File: config.mk
export PLATFORM = sky130hd
export DESIGN_NAME = clk_time_set_ctrl
export DESIGN_NICKNAME = d
export VERILOG_FILES = /design/src/rtl/clk_time_set_ctrl.sv
export SDC_FILE = /design/constraint.sdc
export NUM_CORES = 1
export LEC_CHECK = 0
export ABC_CLOCK_PERIOD_IN_PS = 1700
export CORE_MARGIN = 3
export CORE_UTILIZATION = 30
export CTS_BUF_LIST = sky130_fd_sc_hd__clkbuf_4
export CTS_CLUSTER_DIAMETER = 150
export DETAILED_ROUTE_END_ITERATION = 8
export PLACE_DENSITY = 0.63
export SLEW_MARGIN = 5
export SYNTH_ARGS = -nofsm -noshare
export SYNTH_HDL_FRONTEND = slang
export SYNTH_SLANG_ARGS = --single-unit
export TNS_END_PERCENT = 100
File: constraint.sdc
create_clock -name clk_i -period 1.7 [get_ports clk_i]
set_clock_uncertainty 0.15 [all_clocks]
set_input_delay 0.17 -clock clk_i [delete_from_list [all_inputs] [get_ports clk_i]]
set_output_delay 0.17 -clock clk_i [all_outputs]
set_load 0.03 [all_outputs]
File: src/rtl/clk_time_set_ctrl.sv
// clk_time_set_ctrl: button-driven hh:mm:ss setting controller (RUN -> SET_HOUR -> SET_MIN -> SET_SEC -> RUN).
// Latency: state/field changes are visible one cycle after the button edge is sampled; load_o pulses for one cycle on exit.
// No backpressure: buttons are sampled every cycle. Optional auto-repeat is enabled by the macro CLK_SET_AUTOREPEAT_EN.
module clk_time_set_ctrl #(
    parameter int REPEAT_DELAY  = 500,
    parameter int REPEAT_PERIOD = 100
) (
    input  logic       clk_i,
    input  logic       reset_i,
    input  logic       mode_i,
    input  logic       inc_i,
    input  logic       dec_i,
    input  logic [4:0] hour_i,
    input  logic [5:0] min_i,
    input  logic [5:0] sec_i,
    output logic [4:0] hour_set_o,
    output logic [5:0] min_set_o,
    output logic [5:0] sec_set_o,
    output logic       load_o,
    output logic [1:0] state_o
);

    typedef enum logic [1:0] {
        RUN      = 2'd0,
        SET_HOUR = 2'd1,
        SET_MIN  = 2'd2,
        SET_SEC  = 2'd3
    } state_t;

    state_t     state;
    logic       prev_mode, prev_inc, prev_dec;
    logic       mode_edge, inc_edge, dec_edge;
    logic       step_up, step_dn;
    logic [4:0] hour_cap;

    assign mode_edge = mode_i & ~prev_mode;
    assign inc_edge  = inc_i & ~prev_inc;
    assign dec_edge  = dec_i & ~prev_dec;
    assign state_o   = state;

    // Live hour outside 1..12 is not a legal 12-hour value; start editing from 12.
    assign hour_cap = (hour_i == 5'd0 || hour_i > 5'd12) ? 5'd12 : hour_i;

`ifdef CLK_SET_AUTOREPEAT_EN
    localparam int CW = $clog2(REPEAT_DELAY + REPEAT_PERIOD + 1);
    localparam logic [CW-1:0] FIRST_FIRE = CW'(REPEAT_DELAY);
    localparam logic [CW-1:0] NEXT_FIRE  = CW'(REPEAT_DELAY + REPEAT_PERIOD);

    logic [CW-1:0] rpt_cnt, rpt_nxt;
    logic          held_one, rpt_start, rpt_run, rpt_fire;

    // Counter value = cycles held since the initial edge; only one of inc/dec may be held.
    assign held_one  = inc_i ^ dec_i;
    assign rpt_start = held_one & (inc_edge | dec_edge);
    assign rpt_run   = (state != RUN) && held_one && !mode_edge && (rpt_cnt != '0 || rpt_start);
    assign rpt_nxt   = rpt_cnt + 1'b1;
    assign rpt_fire  = rpt_run && !rpt_start && (rpt_nxt == FIRST_FIRE || rpt_nxt == NEXT_FIRE);

    // Hold-time counter; wraps back to the first-fire point so it never exceeds DELAY+PERIOD.
    always_ff @(posedge clk_i) begin
        if (reset_i || !rpt_run) begin
            rpt_cnt <= '0;
        end else if (rpt_start) begin
            rpt_cnt <= CW'(1);
        end else if (rpt_nxt == NEXT_FIRE) begin
            rpt_cnt <= FIRST_FIRE;
        end else begin
            rpt_cnt <= rpt_nxt;
        end
    end

    assign step_up = (inc_edge & ~dec_edge) | (rpt_fire & inc_i);
    assign step_dn = (dec_edge & ~inc_edge) | (rpt_fire & dec_i);
`else
    assign step_up = inc_edge & ~dec_edge;
    assign step_dn = dec_edge & ~inc_edge;
`endif

    function automatic logic [4:0] step_hour(input logic [4:0] v, input logic up);
        if (up) return (v >= 5'd12) ? 5'd1 : v + 5'd1;
        else    return (v <= 5'd1) ? 5'd12 : v - 5'd1;
    endfunction

    function automatic logic [5:0] step_60(input logic [5:0] v, input logic up);
        if (up) return (v >= 6'd59) ? 6'd0 : v + 6'd1;
        else    return (v == 6'd0) ? 6'd59 : v - 6'd1;
    endfunction

    // Mode sequencing, field stepping and the one-cycle load strobe; mode edges take priority over steps.
    always_ff @(posedge clk_i) begin
        if (reset_i) begin
            state      <= RUN;
            hour_set_o <= 5'd12;
            min_set_o  <= 6'd0;
            sec_set_o  <= 6'd0;
            load_o     <= 1'b0;
            prev_mode  <= 1'b1;
            prev_inc   <= 1'b1;
            prev_dec   <= 1'b1;
        end else begin
            prev_mode <= mode_i;
            prev_inc  <= inc_i;
            prev_dec  <= dec_i;
            load_o    <= 1'b0;
            case (state)
                RUN: begin
                    if (mode_edge) begin
                        hour_set_o <= hour_cap;
                        min_set_o  <= min_i;
                        sec_set_o  <= sec_i;
                        state      <= SET_HOUR;
                    end
                end
                SET_HOUR: begin
                    if (mode_edge)                state      <= SET_MIN;
                    else if (step_up || step_dn) hour_set_o <= step_hour(hour_set_o, step_up);
                end
                SET_MIN: begin
                    if (mode_edge)                state     <= SET_SEC;
                    else if (step_up || step_dn) min_set_o <= step_60(min_set_o, step_up);
                end
                SET_SEC: begin
                    if (mode_edge) begin
                        state  <= RUN;
                        load_o <= 1'b1;
                    end else if (step_up || step_dn) begin
                        sec_set_o <= step_60(sec_set_o, step_up);
                    end
                end
                default: state <= RUN;
            endcase
        end
    end

endmodule

After elaboration in Yosys (flattened, before gate mapping)
Index checks and enable logic that the tools add are counted.
{ "op_classes": {"magnitude_cmp": 5, "n_mux": 28, "n_reduce_logical": 14, "eq_ne": 13, "addsub": 6, "n_bitwise": 11} }
{ "ops": {"columns": ["op", "count"], "rows": [
  ["6-bit two-way mux", 12],
  ["5-bit two-way mux", 7],
  ["6-bit case mux with 2 select lines", 2],
  ["2-bit inequality test (second input constant)", 10],
  ["4-bit AND reduction", 4],
  ["6-bit by 1-bit adder with 6-bit output (second input constant)", 2],
  ["6-bit greater-or-equal comparator (second input constant)", 2],
  ["6-bit zero test", 2],
  ["6-bit by 1-bit subtractor with 6-bit output (second input constant)", 2],
  ["5-bit case mux with 2 select lines", 1],
  ["2-bit two-way mux", 4],
  ["2-bit case mux with 4 select lines", 1],
  ["1-bit NOT", 6],
  ["2-bit nonzero test", 3],
  ["5-bit by 1-bit adder with 5-bit output (second input constant)", 1],
  ["1-bit AND", 5],
  ["5-bit by 4-bit greater-or-equal comparator with 1-bit output (second input constant)", 1],
  ["5-bit by 4-bit greater-than comparator with 1-bit output (second input constant)", 1],
  ["5-bit by 1-bit less-or-equal comparator with 1-bit output (second input constant)", 1],
  ["5-bit zero test", 1],
  ["5-bit by 1-bit subtractor with 5-bit output (second input constant)", 1],
  ["2-bit equality test (second input constant)", 2],
  ["2-bit by 1-bit equality test with 1-bit output (second input constant)", 1],
  ["2-bit zero test", 1],
  ["other kinds (3)", 4]
]} }
{ "word_totals": {"out_inout_bits": 20, "inputBits": 22, "register_bits": 23, "elab_cells": 85} }

Depth between registers and ports, before layout
Gate-level depths: netlist of the first run.
{ "depth": {"ltp_word": 8, "ltp_mapped": 9, "ltp_nobuf": 7} }

Least setup slack after synthesis of the first run
OpenSTA, ideal clock, no wires.
{ "synth_path": {"path_type": "register to register", "start": "register state[0] (netlist: state_o[0])", "end": "register min_set_o[3]", "stages_incl_launch_ff": 8, "setup_time_ps": 70, "required_time_ps": 1480, "path_slack_ps": -378, "arrival_time_ps": 1857, "cell_sequence": "dfxtp_1 inv_1 ha_1 nor2_2 nand3_1 o21ai_1 o221ai_1 a21oi_1"} }
{ "synth_between": {"elab_chain_cells": 3} }
{ "synth_rtl": {"columns": ["item", "line", "rtl"], "rows": [
  ["from (decl)", "30", "state_t state;"],
  ["from (signal assigned)", "92", "state <= RUN;"],
  ["from (signal assigned)", "111", "state <= SET_HOUR;"],
  ["from (signal assigned)", "115", "if (mode_edge) state <= SET_MIN;"],
  ["2-bit equality test or 2-bit zero test (tied branches)", "105", "case (state)"],
  ["2-bit inequality test (no source line) or 2-bit nonzero test (tied branches)", null, null],
  ["4-bit AND reduction (no source line)", null, null],
  ["to (signal assigned)", "109", "min_set_o <= min_i;"],
  ["to (signal assigned)", "120", "else if (step_up || step_dn) min_set_o <= step_60(min_set_o, step_up);"],
  ["to (decl)", "17", "output logic [5:0] min_set_o,"]
]} }
Several ways; a longest one is shown, not always the timed one.
A chain may end at the register's enable or synchronous reset.

Final worst setup path of the first run
{ "layout_path": {"start": "register state[1] (netlist: state_o[1])", "end": "register sec_set_o[1]"} }
{ "layout_between": {"elab_chain_cells": 3} }
{ "layout_rtl": {"columns": ["item", "line", "rtl"], "rows": [
  ["2-bit equality test or 2-bit zero test (tied branches)", "105", null],
  ["2-bit inequality test (no source line) or 2-bit nonzero test (tied branches)", null, null],
  ["4-bit AND reduction (no source line)", null, null],
  ["to (signal assigned)", "110", "sec_set_o <= sec_i;"],
  ["to (signal assigned)", "127", "sec_set_o <= step_60(sec_set_o, step_up);"],
  ["to (decl)", "18", "output logic [5:0] sec_set_o,"]
]} }
Several ways; a longest one is shown, not always the timed one.

==> impl_metrics.toml, run 1 <==
[yosys]
synth_cell_types = 54
ys_warn_count = 0
synthFlopType = "dfxtp_1"
netlist_area_mm2 = 0.001994
synth-seq-area-share_pct = 23.09
syn-num-nets = 298
avgSynthCellArea_um2 = 7.641
async_flop_share_pct = 0
synth_edf_count = 0
syn-instance-count = 261
ys_seq_elements = 23

[clocking]
htree_num_levels = 1
clkSlewWorstSetupHoldPaths_ns = 0.15
clk_latency_ns = 0.33
cts_tree = "built"
cts.sinks = 23
cts_inserted_buffers = 3
clk_path_buf_depth = 2
root_buffer = "clkbuf_4"

[critical_path]
cp_max_fo = 6
reg2reg_depth = 8
reg2reg_to = "sec_set_o[1]$_SDFFE_PP0P_"
rrSetupSlack_ns = -0.07
endpoint_kind = "flip-flop"
crit_arrival_ns = 1.90
cp-start-kind = "flip-flop"
critical_path_class = "flip-flop to flip-flop"
r2r-start = "state_o[1]$_SDFFE_PP0P_"
cp.required_ns = 1.83

[pwr]
finalPower_mw = 2.789
total_switching_power_mw = 1.174
ir_drop_v = 0.0007394
leakage_nw = 1.297
p_comb_share_pct = 63.4
switching_share_pct = 42.10
p_int_mw = 1.615
power_frac_seq_pct = 25.7
p_per_area_mw_per_mm2 = 841.2
clockPowerShare_pct = 10.8

[drt]
dr.first_iter.drc_count = 73
drt-total-wl_um = 6145
met1Wirelength_um = 2766
met2WireLength_um = 3060
highest_layer = "met4"
wl_per_cell_um = 14.22
dr_wl_met3_um = 230
ant_nets = 0
drc = 0
drt_pass1_iterations = 4
vias = 2274
vias_per_cell = 5.264

[cells_and_area]
finalCoreUtilization_pct = 51.92
nFillCells = 591
areaGrowthSynthToFinish_pct = 66.25
final_common_cell = "buf_4"
register_area_um2 = 488.0
fin_cells = 432
n_antenna_cell = 0
multi_input_area_mm2 = 0.001633
final_cell_mix = "buf_4, clkdlybuf4s50_1, nor2_1, dlygate4sd2_1, nand2_1"
nets = 393
layout-drive-gt1-share_pct = 39.44

[sta]
setup_ws_ns = -0.07223
worst_pin_slew_ns = 0.3713
relSlewSlack_pct = 75.25
max_freq_mhz = 564.3
slew_viol_final = 0
rsz0062_at_grt = "true"
setup_viol = 12
post-route-period-util_pct = 104.2
period_needed_ns = 1.772
hold_viol = 0

[floorplan]
dieArea_mm2 = 0.007662
initial_core_util_pct = 31.23
die_w_um = 87.54
rows = 29
io_pins = 42
die_h_um = 87.54
core_mm2 = 0.006386

[grt]
grt_max_degree = 25
grt_pass1_wl_um = 9887
antenna_found_initial = 0
grt_remaining_overflow = 0
grt_pass1_vias = 2108
grt_usage_pct = 15.72

[placed_design]
dp_hpwl_um = 4318
dp_cells = 414
dp_slack_ns = -0.4760
io_buffers = 41
gp_congestion = 0.8642

[min_path]
min_path_cells = 3
worstHoldStart = "min_i[2]"
hp-class = "input port to flip-flop"
min_to = "min_set_o[2]$_SDFFE_PP0P_"

[run]
cap_viol_max_count = 0

[status]
violations = "setup timing"
outcome = "finished with violations"
per-stage QoR:
stage / area (um2) / TNS (ns) / hold WS (ns)
floorplan: 2092 / -0.04005 / 0.1238
finish: 3316 / -0.5477 / 0.2972
detailed placement: 2914 / -6.783 / 0.3243
global route: 3316 / -1.923 / 0.2936
global placement: 2914 / -6.149 / 0.3188
CTS: 3103 / -0.4405 / 0.2800
worst max path at each step:
stage / start / endpoint / slack, ns / cells after the start
after floorplan: state_o[0]$_SDFFE_PP0P_ / sec_set_o[3]$_SDFFE_PP0P_ / -0.03 / 7
after global placement: inc_i / sec_set_o[1]$_SDFFE_PP0P_ / -0.43 / 7
after detailed placement: inc_i / sec_set_o[3]$_SDFFE_PP0P_ / -0.48 / 8
after CTS: state_o[1]$_SDFFE_PP0P_ / sec_set_o[2]$_SDFFE_PP0P_ / -0.07 / 7
after global routing: state_o[0]$_SDFFE_PP0P_ / hour_set_o[1]$_SDFFE_PP0P_ / -0.18 / 7
final: state_o[1]$_SDFFE_PP0P_ / sec_set_o[1]$_SDFFE_PP0P_ / -0.07 / 8
power groups by stage:
| stage | Clock, mW | Sequential [mW] | Combinational (mW) |
|---|---|---|---|
| 6_report | 0.302 | 0.718 | 1.77 |
| 5_1_grt | 0.328 | 0.731 | 1.91 |
| 4_1_cts | 0.313 | 0.715 | 1.55 |
| 3_5_place_dp | 0 | 0.726 | 1.46 |
| 3_3_place_gp | 0 | 0.724 | 1.44 |
| 2_1_floorplan | 0 | 0.836 | 0.804 |
cell usage after synthesis, drive strengths merged, types with 2 or more instances:
library cell  number  area [um2]
clkbuf             7       26.28
nand2b             7       43.79
or2                3       18.77
nor2b              2       12.51
nand2             17       63.81
nand3             15       75.07
a211oi             4       35.03
o211ai             4       30.03
a31o               2       17.52
and3               5       31.28
o21a               3       22.52
inv               16       62.56
dfxtp             23       460.4
nor2              20       77.58
o31ai              3       22.52
o41ai              3       26.28
a311oi             6       52.55
buf               12       75.07
nor4b              2       17.52
o2111ai            2       17.52
ha                15       187.7
o221ai             6       52.55
a31oi              9       83.83
mux2i              2       20.02
or3                2       12.51
a21oi             21       105.1
o21bai             3       22.52
nor3b              5       42.54
nor3               9       45.04
o21ai             18       90.08
worst max-delay path: stages, from the launching register on:
cell and delay [ns]:
dfxtp_4 0.40, buf_6 0.10, ha_4 0.14, and4bb_4 0.20
a31oi_4 0.28, buf_6 0.18, buf_6 0.10, nand2_1 0.06
a21oi_2 0.11
logic make-up (layout without fill, tap and decap cells):
family | after synthesis | count (layout) | share of synthesized area [%]
simple gates | 91 | 91 | 24.09
flops | 23 | 23 | 23.09
xor+xnor | 2 | 2 | 0.8785
mux | 2 | 2 | 1.004
fa+ha+maj | 15 | 15 | 9.410
compound gates | 92 | 93 | 32.87
buf+inv | 36 | 129 | 8.658
area by class of cell:
class	count	area share, %
flip-flops and latches	23	14.72
multi-input cells	203	49.25
well taps	77	2.906
clock buffers	4	0.9057
repair buffers	109	30.11
inverters	16	2.113
flip-flops by register name, summed over array words and instances (netlist names):
name / cells
sec_set_o: 6
min_set_o: 6
prev_inc: 1
load_o: 1
state_o: 2
hour_set_o: 5
prev_mode: 1
prev_dec: 1
routing by layer:
layer	vias to the layer above	GRT usage (%)
met5	-	0
li1	1164	-
met1	1061	21.08
met3	10	2.822
met4	0	2.650
met2	39	26.71
repair_timing:
item	4_1_cts	5_1_grt
endpoints found under the setup margin	36	20
endpoints found under the hold margin	0	1
resized for setup	47	35
buffers inserted	7	6
pin swaps	11	15
hold buffers	0	1
gates cloned	1	0
Note: power is estimated with default switching activity, not from simulation.
==> run 2, diff against run 1 <==
--- a/config.mk
+++ b/config.mk
@@ -8,11 +8,10 @@
 export ABC_CLOCK_PERIOD_IN_PS = 1700
 export CORE_MARGIN = 3
 export CORE_UTILIZATION = 30
-export CTS_BUF_LIST = sky130_fd_sc_hd__clkbuf_4
 export CTS_CLUSTER_DIAMETER = 150
 export DETAILED_ROUTE_END_ITERATION = 8
-export PLACE_DENSITY = 0.63
-export SLEW_MARGIN = 5
+export DONT_BUFFER_PORTS = 1
+export PLACE_DENSITY = 0.54
 export SYNTH_ARGS = -nofsm -noshare
 export SYNTH_HDL_FRONTEND = slang
 export SYNTH_SLANG_ARGS = --single-unit
==> impl_metrics.toml, run 2 (synthesis gave the netlist of run 1 again) <==
[status]
outcome = "finished with violations"
violations = "hold timing, setup timing"

[pwr]
p_per_area_mw_per_mm2 = 921.1
leakage_nw = 1.037
ir_drop_v = 0.0006400
finalPower_mw = 2.630

[floorplan]
core_mm2 = 0.006386
initial_core_util_pct = 31.23
die_h_um = 87.54
dieArea_mm2 = 0.007662
die_w_um = 87.54
rows = 29
io_pins = 42

[critical_path]
critPathLaunch = "prev_inc$_SDFF_PP1_"
reg2reg_to = "hour_set_o[1]$_SDFFE_PP0P_"
endpoint_kind = "flip-flop"
cp.required_ns = 1.75
max_stage_delay_ns = 0.34
slowest_stage = "dfxtp_2"
rrSetupSlack_ns = -0.06
cp-start-kind = "flip-flop"
r2r-start = "prev_inc$_SDFF_PP1_"
critical_path_class = "flip-flop to flip-flop"
worstPathCellList = "nor2b_4 > ha_4 > nor2_4 > buf_6 > a31oi_2 > buf_6 > a211o_1 > a21oi_1"
cp_max_fo = 8
reg2reg_depth = 8
crit_arrival_ns = 1.82
critPathMostFrequentCell = "buf_6"

[sta]
worst_pin_slew_ns = 0.4088
period_needed_ns = 1.765
max_freq_mhz = 566.7
post-route-period-util_pct = 103.8
setup_viol = 13
setup_ws_ns = -0.06475
fin_tns_setup_ns = -0.4725
relSlewSlack_pct = 72.36
hold_viol = 19
hold_slack_ns = -0.2004
rsz0062_at_grt = "true"
slew_viol_final = 0

[clocking]
clk_latency_ns = 0.27
hold_buffers = 6
htree_num_levels = 1
cts.sinks = 23
clkSlewWorstSetupHoldPaths_ns = 0.09
root_buffer = "clkbuf_8"
clk_path_buf_depth = 2
cts_inserted_buffers = 3
cts_tree = "built"

[cells_and_area]
final_common_cell = "buf_4"
nets = 350
areaGrowthSynthToFinish_pct = 43.16
reg_top3 = "min_set_o x6, sec_set_o x6, hour_set_o x5"
final_cell_mix = "buf_4, nor2_1, a21oi_1"
nFillCells = 655
layout-drive-gt1-share_pct = 42.63
design_area_mm2 = 0.002855
finalCoreUtilization_pct = 44.71

[placed_design]
placed_area_mm2 = 0.002484
gp_congestion = 0.8585
io_buffers = 0
dp_hpwl_um = 4126

[run]
cap_viol_max_count = 0

[drt]
met1Wirelength_um = 2637
drt-total-wl_um = 5928
dr_wl_met3_um = 313
highest_layer = "met4"
vias = 2182
dr.first_iter.drc_count = 82
vias_per_cell = 5.595
drc = 0
drt_pass1_iterations = 5
met2WireLength_um = 2932
wl_per_cell_um = 15.20
ant_nets = 0

[min_path]
hp-class = "input port to flip-flop"
min_path_cells = 1
min_to = "state_o[1]$_SDFFE_PP0P_"
worstHoldStart = "reset_i"

[grt]
grt_pass1_wl_um = 9528
grt_usage_pct = 14.92
grt_pass1_vias = 2061
grt_remaining_overflow = 0
antenna_found_initial = 0
grt_max_degree = 25
## run 2: cell type report
type / count / area [um2] / area share [%]
diodes: 1 / 2.502 / 0.08764
well taps: 77 / 96.34 / 3.374
multi-input cells: 202 / 1602 / 56.09
flip-flops and latches: 23 / 486.7 / 17.05
repair buffers: 67 / 553.0 / 19.37
clock buffers: 4 / 45.04 / 1.578
inverters: 16 / 70.07 / 2.454
## run 2: where the power goes
part	internal, mW	switching, mW	total, mW
sequential	0.620	0.123	0.743
clock	0.168	0.199	0.367
combinational	0.736	0.783	1.52
## run 2: repair_timing
item	4_1_cts	5_1_grt
resized for setup	14	36
setup endpoints to repair	15	18
endpoints found under the hold margin	23	19
pin swaps	12	16
setup buffers	3	5
## run 2: worst max-delay path by stage
| stage | end | depth (start not counted) | slack, ns |
|---|---|---|---|
| global placement | sec_set_o[3]$_SDFFE_PP0P_ | 7 | -0.06 |
| global route | sec_set_o[3]$_SDFFE_PP0P_ | 7 | -0.16 |
| CTS | hour_set_o[1]$_SDFFE_PP0P_ | 8 | -0.07 |
| finish | hour_set_o[1]$_SDFFE_PP0P_ | 8 | -0.06 |
| floorplan | sec_set_o[3]$_SDFFE_PP0P_ | 7 | -0.03 |
| detailed placement | hour_set_o[1]$_SDFFE_PP0P_ | 8 | -0.09 |
## run 2: metrics by stage
stage               setup WS (ns)  instances
CTS                      -0.07309        385
global route              -0.1575        389
detailed placement       -0.09128        372
floorplan                -0.02591        261
global placement         -0.06281        372
finish                   -0.06475        390
## run 2: metal layers
metal	track usage, %	vias up
li1	-	1076
met1	20.02	1049
met2	24.79	51
met3	2.634	6
met4	3.626	0
met5	0	-
## run 2: critical path, delay by kind of cell, from the launching register on
family / cells / cell delay [ns]
and+or+nand+nor: 2 / 0.28
buffers and inverters: 2 / 0.28
adders and majority gates: 1 / 0.21
DFF: 1 / 0.34
AOI/OAI and AO/OA: 3 / 0.44
==> edit 1 (config.mk and constraints of run 2) <==
Register the input `min_i` before use. The logic sees it one clock later. The other inputs are not delayed to match.
--- a/src/rtl/clk_time_set_ctrl.sv
+++ b/src/rtl/clk_time_set_ctrl.sv
@@ -27,4 +27,10 @@
         SET_SEC  = 2'd3
     } state_t;
+
+    logic [5:0] min_q;
+
+    always_ff @(posedge clk_i) begin
+        min_q <= min_i;
+    end
 
     state_t     state;
@@ -107,5 +113,5 @@
                     if (mode_edge) begin
                         hour_set_o <= hour_cap;
-                        min_set_o  <= min_i;
+                        min_set_o  <= min_q;
                         sec_set_o  <= sec_i;
                         state      <= SET_HOUR;
Function: changed (a bounded check fails within 4 cycles, from zero or initial values and one cycle with reset_i high).
==> edit 1 against run 2 <==
The run still ends with negative hold slack, negative setup slack left. Clock power increased by 70%. Via count increased by 7.6%. Total power is 21% higher. Synthesized area up 5.0%. Sequential share of layout area rose by 1.2 points. Setup slack worse by 38 ps. Core utilization up 6.3 points. Synthesized cell count is 1.9% higher. Critical path depth did not move. Final area grew 17%. Critical path type unchanged. Sequential cell count up 6. Routed wire length increased by 18%. Sequential power increased by 22%.
==> edit 1: results (changes against run 2) <==
Cells and area:
- The fraction of area in multi-input gates came to 0.488 (was 0.561).
- The portion of the layout cell area used by non-clock buffers is 0.244 (was 0.194).
- The number of filler instances in the final layout is 645 (was 655).
- The share of the final layout cell area in sequential cells was 0.183 (was 0.170).
- The proportion of layout cells with a drive suffix above 1 is 0.446 (was 0.426).
- The final-layout clock-cell area share came to 0.0287 (was 0.0158).

Logic synthesis:
- The fraction of synthesized cell area in xor and xnor cells came to 0.00836 (was 0.00878).
- The mux share of post-synthesis cell area is 0.00956 (was 0.0100).
- The synthesized instance count is 266 (was 261).
- The post-synth net total is 303 (was 298).
- Top cells by count, synth: sky130_fd_sc_hd__dfxtp_1, sky130_fd_sc_hd__a21oi_1, sky130_fd_sc_hd__nor2_1 (unchanged).
- The number of unique standard cell types used by synthesis is 60 (was 54).

Timing:
- The number of setup violations in the final report is 15 (was 13).
- The count of endpoints failing hold in the final timing report is 1 (was 19).
- The total negative slack was -742 ps (was -472 ps).
- The worst hold slack is -1.47 ps (was -200 ps).
- The final critical-path setup slack came to -103 ps (was -64.8 ps).

Min path:
- The hold path startpoint is sec_i[1] (was reset_i).

Worst setup path:
- The cell with the largest stage delay on the worst path is sky130_fd_sc_hd__dfxtp_1 (was sky130_fd_sc_hd__dfxtp_2).

Outcome:
- Outcome: finished, violations left (unchanged).
- Violations in the final reports: negative hold slack, negative setup slack (unchanged).

Placed design:
- The total half-perimeter wirelength after legalization and detailed placement is 4.44 mm (was 4.13 mm).
- The number of placed instances, taps included was 401 (was 372).

Power and ir drop:
- The internal cell power is 0.00189 W (was 0.00152 W).

Clock network:
- The post-CTS repair timing setup buffer count is 8 (was 3).
- The TritonCTS buffer count is 5 (was 3).

GRT:
- The met3 track demand over resource in global routing is 0.0396 (was 0.0263).
- The global-route wire length before repair is 10.7 mm (was 9.53 mm).

Drt:
- The detailed-router iteration count before antenna repair is 4 (was 5).
## edit 1: cell count changes in the layout (fill, tap and decap cells not counted), moves of 4 or more
| cell | delta |
|---|---|
| sky130_fd_sc_hd__dlygate4sd3_1 | +12 |
| sky130_fd_sc_hd__buf_4 | +10 |
| sky130_fd_sc_hd__dfxtp_2 | +5 |
| sky130_fd_sc_hd__nand2b_1 | -5 |
| sky130_fd_sc_hd__o21ai_1 | +5 |
| sky130_fd_sc_hd__a221oi_2 | +4 |
| sky130_fd_sc_hd__a311oi_1 | -4 |
| sky130_fd_sc_hd__a31oi_1 | +4 |
| sky130_fd_sc_hd__and3_1 | -4 |
| sky130_fd_sc_hd__buf_6 | +4 |
| sky130_fd_sc_hd__ha_2 | -4 |
| sky130_fd_sc_hd__nand2_2 | -4 |
| sky130_fd_sc_hd__nand3_1 | -4 |
| sky130_fd_sc_hd__nor3_1 | +4 |
## edit 1: stage by stage
step | setup WS, ps | power, W | instance area (um2) | util | hold slack (ps)
2_1_floorplan | -69.1 | 0.00178 | 2180 | - | 47.7
6_report | -103 | 0.00319 | 3350 | 0.510 | -1.47
4_1_cts | -87.4 | 0.00299 | 3070 | 0.467 | -226
3_5_place_dp | -130 | 0.00219 | 2660 | 0.406 | 47.8
5_1_grt | -200 | 0.00341 | 3350 | 0.510 | 12.4
3_3_place_gp | -103 | 0.00218 | 2660 | 0.406 | 47.8
## edit 1: power groups by stage
stage	sequential [W]	clock (W)	combinational [W]
final	0.000904	0.000623	0.00166
after global routing	0.000919	0.000675	0.00181
after CTS	0.000895	0.000641	0.00145
after detailed placement	0.000909	0	0.00128
after global placement	0.000905	0	0.00127
after floorplan	0.000986	0	0.000794
==> edit 2 (flow settings as in run 2) <==
Made on the original files. Build with the macro `CLK_SET_AUTOREPEAT_EN` defined.
--- a/src/rtl/clk_time_set_ctrl.sv
+++ b/src/rtl/clk_time_set_ctrl.sv
@@ -2,4 +2,6 @@
 // Latency: state/field changes are visible one cycle after the button edge is sampled; load_o pulses for one cycle on exit.
 // No backpressure: buttons are sampled every cycle. Optional auto-repeat is enabled by the macro CLK_SET_AUTOREPEAT_EN.
+`define CLK_SET_AUTOREPEAT_EN
+
 module clk_time_set_ctrl #(
     parameter int REPEAT_DELAY  = 500,
Check against the original RTL: no difference found for any inputs over 10 cycles, from zero or initial values and one cycle with reset_i high; that may be too few to reach the edited logic, so the function may still have changed.
==> edit 2 against run 2 <==
Sequential cell count is 10 higher. Synthesized area increased by 27%. The run still ends with negative hold slack, negative setup slack left. Core utilization increased by 4.0 points. Largest cell class unchanged. Sequential power up 8.3%. Setup slack worse by 660 ps. Non-clock buffer count increased by 48. Total power decreased by 28%. Via count rose by 29%. Final area is 36% higher. Routed wire length rose by 43%.
==> edit 2: results (changes against run 2) <==
Outcome:
- Outcome: finished, violations left (unchanged).
- Violations in the final reports: negative hold slack, negative setup slack (unchanged).

Power and ir drop:
- The clock network power consumption is 0.000609 W (was 0.000367 W).
- The power drawn by the sequential cells is 0.000805 W (was 0.000743 W).
- The maximum ir drop on the vdd rail was 0.378 mV (was 0.640 mV).
- The static leakage is 1.53 nW (was 1.04 nW).

GRT:
- The initial antenna violation count is 1 (was 0).
- The global-route wire length before repair is 12.7 mm (was 9.53 mm).
- The number of global-route vias before repair is 2534 (was 2061).

Timing:
- The worst hold slack is -213 ps (was -200 ps).
- The count of endpoints failing hold in the final timing report is 14 (was 19).
- The final critical-path setup slack came to -721 ps (was -64.8 ps).
- The number of setup violations in the final report came to 25 (was 13).

Worst setup path:
- The first element of the critical path is rpt_cnt[0]$_SDFF_PP0_ (was prev_inc$_SDFF_PP1_).
- The cell with the largest stage delay on the worst path is sky130_fd_sc_hd__or4_1 (was sky130_fd_sc_hd__dfxtp_2).
- The maximum fanout count along the critical path is 6 (was 8).
- The critical path's top delay family is simple AND/OR/NAND/NOR gates (was compound AO/OA/AOI/OAI gates).

Drt:
- The detailed-router iteration count before antenna repair came to 4 (was 5).
- The total length of routed wires is 8.49 mm (was 5.93 mm).
- The iteration-0 DRC count of the detailed router is 76 (was 82).

Cells and area:
- The final net count came to 467 (was 350).
- Biggest registers after layout: rpt_cnt: 10 flops, min_set_o: 6 flops, sec_set_o: 6 flops (was min_set_o: 6 flops, sec_set_o: 6 flops, hour_set_o: 5 flops).
- The total area of multi-input combinational cells is 1900 um2 (was 1600 um2).

Placed design:
- The total half-perimeter wirelength after legalization and detailed placement came to 5.70 mm (was 4.13 mm).
- The final RePlAce weighted congestion is 0.866 (was 0.859).
- The instance area after placement is 3290 um2 (was 2480 um2).

Clock network:
- The post-CTS repair timing setup buffer count is 6 (was 3).
- The TritonCTS buffer count is 5 (was 3).
- The CTS H-tree depth was 2 (was 1).
- The hold buffer count at cts is 8 (was 6).
## edit 2: logic make-up after synthesis
group | count (synthesis) | share of synthesized area
muxes | 2 | 0.00792
DFF | 33 | 0.261
AOI/OAI and AO/OA | 92 | 0.263
buffers and inverters | 38 | 0.0619
adders and majority gates | 15 | 0.0743
xor gates and xnor gates | 15 | 0.0520
and+or+nand+nor | 132 | 0.280
## edit 2: stage by stage
step / hold slack [ps] / power, W / setup slack [ps] / TNS [ps] / cells
finish: -213 / 0.00191 / -721 / -14630 / 534
global route: -224 / 0.00199 / -839 / -17020 / 534
CTS: -225 / 0.00188 / -693 / -11220 / 519
detailed placement: 88.1 / 0.00123 / -801 / -12500 / 496
global placement: 90.9 / 0.00123 / -767 / -11850 / 496
floorplan: 127 / 0.00108 / -652 / -9620 / 327
## edit 2: area by class of cell
cell class | instances | share of cell area
Antenna cell | 1 | 0.000645
Clock buffer | 5 | 0.0177
Clock inverter | 3 | 0.00451
Inverter | 19 | 0.0184
Multi-Input combinational cell | 256 | 0.491
Sequential cell | 33 | 0.174
Tap cell | 102 | 0.0329
Timing Repair Buffer | 115 | 0.261
## edit 2: path summary, 6_finish.rpt
check | slack [ps] | endpoint | cells after the start
setup / recovery | -720 | hour_set_o[4]$_SDFFE_PP0P_ | 9
hold / removal | -210 | hour_set_o[4]$_SDFFE_PP0P_ | 1
setup reg to reg | -720 | hour_set_o[4]$_SDFFE_PP0P_ | 9
hold reg to reg | 390 | sec_set_o[0]$_SDFFE_PP0P_ | 2
## edit 2: metal layers
metal,vias to the layer above,wire length [um],global-route usage
met3,12,467,0.0379
met1,1304,3880,0.220
met5,-,0,0
li1,1410,-,-
met2,78,4030,0.260
met4,0,113,0.0309
